**src/rtl/fetch_unit.sv**
```systemverilog
// -----------------------------------------------------------------------------
// fetch_unit
//   Instruction fetch stage. Holds the PC, issues one instruction-memory
//   request at a time over a req/ack handshake and registers the returned word
//   and its PC into the IF/ID output register. A one-entry skid buffer catches
//   a response that lands while decode is stalled. Redirects flush everything;
//   a redirect that hits an outstanding request waits out (drains) that
//   request and throws its data away.
//
// Ports
//   clk, reset          rising-edge clock, synchronous active-high reset
//   imem_req/imem_addr  fetch request and address (stable until imem_ack)
//   imem_ack/imem_rdata response strobe and instruction word
//   redirect/redirect_pc taken branch: flush and refetch from redirect_pc
//   stall               decode cannot accept the output register this cycle
//   if_valid/if_instr/if_pc/if_op  IF/ID register (if_op = if_instr[31:21])
// -----------------------------------------------------------------------------
module fetch_unit #(
  parameter int                  PC_WIDTH = 64,
  parameter logic [PC_WIDTH-1:0] RESET_PC = '0
) (
  input  logic                clk,
  input  logic                reset,
  output logic                imem_req,
  output logic [PC_WIDTH-1:0] imem_addr,
  input  logic                imem_ack,
  input  logic [31:0]         imem_rdata,
  input  logic                redirect,
  input  logic [PC_WIDTH-1:0] redirect_pc,
  input  logic                stall,
  output logic                if_valid,
  output logic [31:0]         if_instr,
  output logic [PC_WIDTH-1:0] if_pc,
  output logic [10:0]         if_op
);

  localparam logic [1:0] IDLE  = 2'd0;
  localparam logic [1:0] FETCH = 2'd1;
  localparam logic [1:0] FULL  = 2'd2;  // skid occupied, no request issued
  localparam logic [1:0] DRAIN = 2'd3;  // waiting out a flushed request

  logic [1:0]          stateReg, stateNext;
  logic [PC_WIDTH-1:0] pcReg, pcNext;
  logic [PC_WIDTH-1:0] drainAddrReg, drainAddrNext;
  logic                ifValidReg, ifValidNext;
  logic [31:0]         ifInstrReg, ifInstrNext;
  logic [PC_WIDTH-1:0] ifPcReg, ifPcNext;
  logic [31:0]         skidInstrReg, skidInstrNext;
  logic [PC_WIDTH-1:0] skidPcReg, skidPcNext;
  logic                consume;

  // The skid is full exactly when the FSM is in FULL, so no separate flag.
  assign imem_req  = (stateReg == FETCH) || (stateReg == DRAIN);
  // While draining, the flushed address must stay on the bus until its ack.
  assign imem_addr = (stateReg == DRAIN) ? drainAddrReg : pcReg;
  assign consume   = ifValidReg && !stall;

  always_comb begin
    stateNext     = stateReg;
    pcNext        = pcReg;
    drainAddrNext = drainAddrReg;
    ifValidNext   = ifValidReg;
    ifInstrNext   = ifInstrReg;
    ifPcNext      = ifPcReg;
    skidInstrNext = skidInstrReg;
    skidPcNext    = skidPcReg;

    if (redirect) begin
      // Flush output and skid (skid empties by leaving FULL). An ack in this
      // same cycle closes the handshake, so only a still-open request drains.
      ifValidNext = 1'b0;
      pcNext      = redirect_pc;
      if (imem_req && !imem_ack) begin
        stateNext     = DRAIN;
        drainAddrNext = imem_addr;
      end else begin
        stateNext = FETCH;
      end
    end else begin
      case (stateReg)
        IDLE: stateNext = FETCH;
        FETCH: begin
          if (imem_ack) begin
            pcNext = pcReg + PC_WIDTH'(4);
            if (!ifValidReg || consume) begin
              ifValidNext = 1'b1;
              ifInstrNext = imem_rdata;
              ifPcNext    = pcReg;
            end else begin
              skidInstrNext = imem_rdata;
              skidPcNext    = pcReg;
              stateNext     = FULL;
            end
          end else if (consume) begin
            ifValidNext = 1'b0;
          end
        end
        FULL: begin
          // Skid refills the output before any new request is made.
          if (consume) begin
            ifInstrNext = skidInstrReg;
            ifPcNext    = skidPcReg;
            stateNext   = FETCH;
          end
        end
        DRAIN: begin
          if (imem_ack) stateNext = FETCH;
        end
        default: stateNext = IDLE;
      endcase
    end
  end

  always_ff @(posedge clk) begin
    if (reset) begin
      stateReg     <= IDLE;
      pcReg        <= RESET_PC;
      drainAddrReg <= RESET_PC;
      ifValidReg   <= 1'b0;
      ifInstrReg   <= '0;
      ifPcReg      <= '0;
      skidInstrReg <= '0;
      skidPcReg    <= '0;
    end else begin
      stateReg     <= stateNext;
      pcReg        <= pcNext;
      drainAddrReg <= drainAddrNext;
      ifValidReg   <= ifValidNext;
      ifInstrReg   <= ifInstrNext;
      ifPcReg      <= ifPcNext;
      skidInstrReg <= skidInstrNext;
      skidPcReg    <= skidPcNext;
    end
  end

  assign if_valid = ifValidReg;
  assign if_instr = ifInstrReg;
  assign if_pc    = ifPcReg;
  assign if_op    = ifInstrReg[31:21];

endmodule

```
**config.mk**
```make
export PLATFORM = sky130hd
export DESIGN_NAME = fetch_unit
export DESIGN_NICKNAME = d
export VERILOG_FILES = /design/src/rtl/fetch_unit.sv
export SDC_FILE = /design/constraint.sdc
export NUM_CORES = 1
export LEC_CHECK = 0
export BUFFER_PORTS_ARGS = -buffer_cell sky130_fd_sc_hd__clkbuf_2
export CORE_AREA = 2 2 164 166
export DETAILED_ROUTE_END_ITERATION = 8
export DIE_AREA = 0 0 166 168
export MAX_ROUTING_LAYER = met4
export PLACE_DENSITY = 0.89
export SYNTH_ARGS = -nofsm -noshare
export SYNTH_HDL_FRONTEND = slang
export SYNTH_SLANG_ARGS = --single-unit
```
**constraint.sdc**
```tcl
create_clock -name clk -period 5.05 [get_ports clk]
set_clock_uncertainty 0.2 [all_clocks]
set_input_delay 0.2525 -clock clk [delete_from_list [all_inputs] [get_ports clk]]
set_output_delay 0.2525 -clock clk [all_outputs]
set_load 0.05 [all_outputs]
```
# --- After elaboration in Yosys (flattened, before gate mapping) ---
# Cells that the tools add are included.
classes:
  n_addsub: 1
  n_eq_ne: 11
  n_mux: 22
  n_bitwise: 2
  n_reduce_logical: 19
ops:
  columns: ["op", "count"]
  rows:
  - ["2-to-1 mux 64 bit", 7]
  - ["one-hot mux 64 bit (2 select lines)", 1]
  - ["2-to-1 mux 32 bit", 3]
  - ["adder 64 x 3 -> 64 bit, second input constant", 1]
  - ["one-hot mux 32 bit (2 select lines)", 1]
  - ["2-to-1 mux 2 bit", 6]
  - ["inequality test 3 bit, second input constant", 4]
  - ["one-hot mux 2 bit (4 select lines)", 1]
  - ["AND reduction 4 bit", 2]
  - ["nonzero test 2 bit", 4]
  - ["AND reduction 5 bit", 1]
  - ["equality test 2 bit, second input constant", 2]
  - ["inequality test 2 x 1 -> 1 bit, second input constant", 2]
  - ["inequality test 2 bit, second input constant", 2]
  - ["AND reduction 2 bit", 2]
  - ["zero test 1 bit", 3]
  - ["2-to-1 mux 1 bit", 3]
  - ["AND reduction 3 bit", 1]
  - ["equality test 2 x 1 -> 1 bit, second input constant", 1]
  - ["logical AND 1 bit", 2]
  - ["zero test 2 bit", 1]
  - ["logical OR 1 bit", 2]
  - ["inverter 1 bit", 2]
  - ["OR reduction 2 bit", 1]
word_totals:
  regBits: 323
  input_bits: 101
  output_inout_bits: 173
  wordCells: 63

# --- Longest topological paths before layout ---
logic_depth:
  depth_word: 7
  ltp_mapped: 9
  ltp_nobuf: 6

# --- Least setup slack after synthesis ---
# OpenSTA, ideal clock, no wires.
synth_timing:
  kind: "register to register"
  startpoint: "register pcReg[19]"
  endpoint: "register pcReg[57]"
  setup_ps: 118
  arrival_time_ps: 2327
  required_time_ps: 4732
  slack_ps: 2405
  stages_incl_launch_ff: 8
  n_path_buf: 2
  synth_period_minus_slack_ps: 2645
  path_cell_list: "dfxtp_1 buf_2 nand4_2 or4_4 or4_1 buf_2 or4b_1 o2111a_1"
synth_between:
  elab_chain_len: 4
synth_rtl:
  columns: ["element", "line_no", "text"]
  rows:
  - ["start: declaration", "43", "logic [PC_WIDTH-1:0] pcReg, pcNext;"]
  - ["start signal: assignment", "126", "pcReg <= pcNext;"]
  - ["adder 64 x 3 -> 64 bit", "84", "pcNext = pcReg + PC_WIDTH'(4);"]
  - ["2-to-1 mux 64 bit", "83", "if (imem_ack) begin"]
  - ["2-to-1 mux 64 bit", "80", "case (stateReg)"]
  - ["2-to-1 mux 64 bit", "68", "if (redirect) begin"]
# No other way between the ends. The select of a mux whose other input is x is not followed.
# A chain may end at the register's enable or synchronous reset.

# --- Worst setup path in the final report ---
layout_timing:
  startpoint: "register stateReg[0]"
  endpoint: "register pcReg[45]"
layout_between:
  elab_chain_len: 3
layout_rtl:
  columns: ["element", "line_no", "text"]
  rows:
  - ["start: declaration", "42", "logic [1:0] stateReg, stateNext;"]
  - ["start signal: assignment", "125", "stateReg <= stateNext;"]
  - ["equality test 2 x 1 -> 1 bit", "80", null]
  - ["nonzero test 2 bit (no line)", null, null]
  - ["AND reduction 2 bit (no line)", null, null]
# No other way between the ends.

==> flow_summary.yaml <==
clock_network:
  ctsLongestPathBuffers: 3
  cts.htree.levels: 2
  cts.repair_timing.setup_buffer_count: 0
  cts_made_buffers: 35
  clock_sink_count: 323
  clk_transition_reported_paths_ns: 0.06
  ctsRootBufferMaster: "sky130_fd_sc_hd__clkbuf_16"
  cts_tree: "yes"
  postCtsHoldBufs: 98
  cts-resized-gates: 0
  clkLatencyLatePin_ns: 0.52
setup_path:
  criticalPathCategory: "flip-flop to flip-flop"
  critical_path.startpoint_type: "flip-flop"
  cp_data_required_time_ns: 5.21
  slowest_delay_ns: 0.87
  crit_fanout: 15
  arrival_ns: 3.55
  cpMaxStageDelayCell: "sky130_fd_sc_hd__nor4_2"
  cp-end-kind: "flip-flop"
  cp_cell_sequence: "and3b_1 > nand4_2 > nor4_2 > a311oi_1 > a2111oi_0"
grt:
  initial_antenna_violation_count: 0
  global_route_wire_length_before_repair_mm: 68.6
  first_global_vias: 13439
  groute.usage.overall_pct: 30.7
  grt_start_max_net_pins: 175
  grt_overflow: 0
routing:
  detail_route.wirelength_mm: 42.9
  detail_route.vias_per_cell: 5.94
  detailroute.via_count: 13528
  route.detailed.wl_per_inst_um: 18.8
  antenna_left: 0
  drt_pass1_iterations: 6
  initialDrtViolationCount: 1198
  drt_drc_violations_left: 0
place:
  pre_cts_ws_ns: 1.75
  buffer_ports.inserted: 273
  place.detailed.instances: 2118
  post-dp-hpwl_mm: 24.5
  gp_congestion: 0.803
floorplanning:
  floorplan.die_area_mm2: 0.0279
  io_pins: 274
  num_rows: 60
  initial_core_util_pct: 54.4
  die-width_um: 166
  die-height_um: 168
  placeableCoreArea_mm2: 0.0264
timing:
  unrepaired_setup_endpoints_after_global_routing: "false"
  relSlewSlack_pct: 15.2
  hold_viol_final: 0
  setup_ws_ns: 1.66
  max_clock_freq_ghz: 0.295
  final_critical_period_ns: 3.39
  transition_time_of_the_tightest_slew_check_pin_ns: 1.27
  finalMaxSlewViolations: 0
  fin_hold_ws_ns: 0.0688
  final-setup-viol-count: 0
  post-route-period-util_pct: 67.2
  final.setup.tns_ns: 0
yosys:
  yosysSeqAreaShare_pct: 45.1
  post_synthesis_cell_area_mm2: 0.0143
  post_synth_num_cell_types: 51
  synth_edf_count: 0
  post_synth_inst_count: 1648
  synthesis.yosys.warnings: 0
  postSynth.asyncResetShare_pct: 0
  synth_nets: 1750
  avgSynthCellArea_um2: 8.70
  postSynth.topFlopCell: "sky130_fd_sc_hd__dfxtp_1"
  number_of_flip_flops_and_latches_in_the_synthesized_netlist: 323
run:
  max_cap_violations: 0
worst_hold_path:
  timing.hold.worst.class: "input port to flip-flop"
final_layout:
  num-nets-final: 2014
  flow.area_growth_from_synthesis_pct: 23.9
  finalCoreUtilization_pct: 67.4
  multiInputGateArea_mm2: 0.00721
  final_cells: 2278
  area.sequential_mm2: 0.00647
  post_route_cells_drive_above_1_share_pct: 21.4
  diodes: 0
  fillCellCount: 1924
power:
  powerDensity_mw_per_mm2: 345
  vdd_ir_drop_max_v: 0.000396
  power.combinational.fraction_pct: 14.2
  internal-power_w: 0.00439
  static-leakage-power_nw: 6.59
  switching_power_w: 0.00174
  power_frac_clock_pct: 41.1
  sequentialPowerShare_pct: 44.7
  p_sw_share_pct: 28.4
run_status:
  status: "completed"
kinds of logic (layout without fill, tap and decap cells):
| family | after synthesis | count (layout) | share of synthesized area (%) |
|---|---|---|---|
| buffers and inverters | 174 | 463 | 4.95 |
| DFF | 323 | 323 | 45.1 |
| and+or+nand+nor | 596 | 596 | 18.3 |
| AOI/OAI and AO/OA | 303 | 303 | 13.8 |
| adders and majority gates | 1 | 1 | 0.0872 |
| muxes | 220 | 220 | 15.9 |
| xor gates and xnor gates | 31 | 31 | 1.89 |
path summary, 6_finish.rpt:
path                         startpoint                             to  slack [ns]  cells past startpoint
min reg2reg  skidPcReg[15]$_SDFFE_PP0P_     skidPcReg[15]$_SDFFE_PP0P_        0.25                      2
max            stateReg[0]$_SDFFE_PP0P_         pcReg[45]$_SDFFE_PP0N_        1.66                      5
max reg2reg    stateReg[0]$_SDFFE_PP0P_         pcReg[45]$_SDFFE_PP0N_        1.66                      5
min                               reset  drainAddrReg[42]$_SDFFE_PP0P_        0.07                      2
power groups by stage:
stage          Clock, W  Sequential (W)  Combinational [W]
2_1_floorplan         0         0.00289           0.000473
3_3_place_gp          0         0.00278           0.000773
3_5_place_dp          0         0.00279           0.000787
4_1_cts         0.00254         0.00274           0.000852
5_1_grt         0.00265         0.00275           0.000916
6_report        0.00252         0.00274           0.000868
worst max-delay path: cells and delay by family, from the launching register on:
family | cells | cell delay (ns)
AND/OR/NAND/NOR | 3 | 1.68
flip-flops | 1 | 0.58
AO/OA/AOI/OAI | 2 | 0.78
state kept, by name (all words and copies together) (netlist names):
signal,cells
skidInstrReg,32
if_valid,1
stateReg,2
if_pc,64
skidPcReg,64
pcReg,64
if_instr,32
drainAddrReg,64
final cells by class:
class                           count  area share [%]
Multi-Input combinational cell   1151            40.6
Sequential cell                   323            36.4
Timing Repair Buffer              383            13.9
Clock buffer                       50            5.53
Tap cell                          341            2.40
Clock inverter                     12           0.782
Inverter                           18           0.380
layer usage:
metal / global-route usage, % / share of wire, % / vias to the layer above
li1: - / - / 6302
met1: 36.7 / 40 / 6431
met2: 51.2 / 49 / 661
met3: 4.94 / 7.0 / 134
met4: 14.1 / 3.8 / 0
met5: - / 0 / -
stage by stage:
| stage | instance area (um^2) | total power (W) |
|---|---|---|
| floorplan | 14300 | 0.00337 |
| global route | 17800 | 0.00632 |
| detailed placement | 15700 | 0.00358 |
| finish | 17800 | 0.00613 |
| global placement | 15700 | 0.00356 |
| CTS | 17800 | 0.00613 |
cell usage after synthesis, types with 9 or more instances:
cell type | count | share of area (%)
sky130_fd_sc_hd__nand2_1 | 228 | 6.0
sky130_fd_sc_hd__mux2_2 | 64 | 5.0
sky130_fd_sc_hd__dfxtp_1 | 323 | 45
sky130_fd_sc_hd__and4_1 | 12 | 0.73
sky130_fd_sc_hd__nand3_1 | 20 | 0.70
sky130_fd_sc_hd__buf_2 | 9 | 0.31
sky130_fd_sc_hd__or4_1 | 12 | 0.63
sky130_fd_sc_hd__inv_1 | 17 | 0.44
sky130_fd_sc_hd__o21ai_0 | 17 | 0.59
sky130_fd_sc_hd__or3_1 | 10 | 0.44
sky130_fd_sc_hd__a311oi_1 | 16 | 0.98
sky130_fd_sc_hd__mux2i_1 | 156 | 11
sky130_fd_sc_hd__clkbuf_1 | 129 | 3.4
sky130_fd_sc_hd__and3_1 | 11 | 0.48
sky130_fd_sc_hd__xnor2_1 | 30 | 1.8
sky130_fd_sc_hd__nand4_1 | 12 | 0.52
sky130_fd_sc_hd__buf_4 | 12 | 0.63
sky130_fd_sc_hd__o31ai_1 | 10 | 0.52
sky130_fd_sc_hd__a21oi_1 | 122 | 4.3
sky130_fd_sc_hd__a211oi_1 | 126 | 6.6
sky130_fd_sc_hd__nor2_1 | 235 | 6.1
sky130_fd_sc_hd__nor3_1 | 16 | 0.56
sky130_fd_sc_hd__nor4_1 | 16 | 0.70
layout by cell type (no fill, tap or decap), types with 17 or more instances in the layout:
cell type / instances
sky130_fd_sc_hd__dfxtp_1: 323
sky130_fd_sc_hd__clkbuf_2: 272
sky130_fd_sc_hd__nor2_1: 234
sky130_fd_sc_hd__nand2_1: 227
sky130_fd_sc_hd__mux2i_1: 156
sky130_fd_sc_hd__a211oi_1: 125
sky130_fd_sc_hd__a21oi_1: 122
sky130_fd_sc_hd__dlygate4sd3_1: 98
sky130_fd_sc_hd__mux2_2: 64
sky130_fd_sc_hd__clkbuf_16: 36
sky130_fd_sc_hd__xnor2_1: 30
sky130_fd_sc_hd__nand3_1: 20
sky130_fd_sc_hd__inv_1: 17
sky130_fd_sc_hd__o21ai_0: 17
Note: power is estimated with default switching activity, not from simulation.
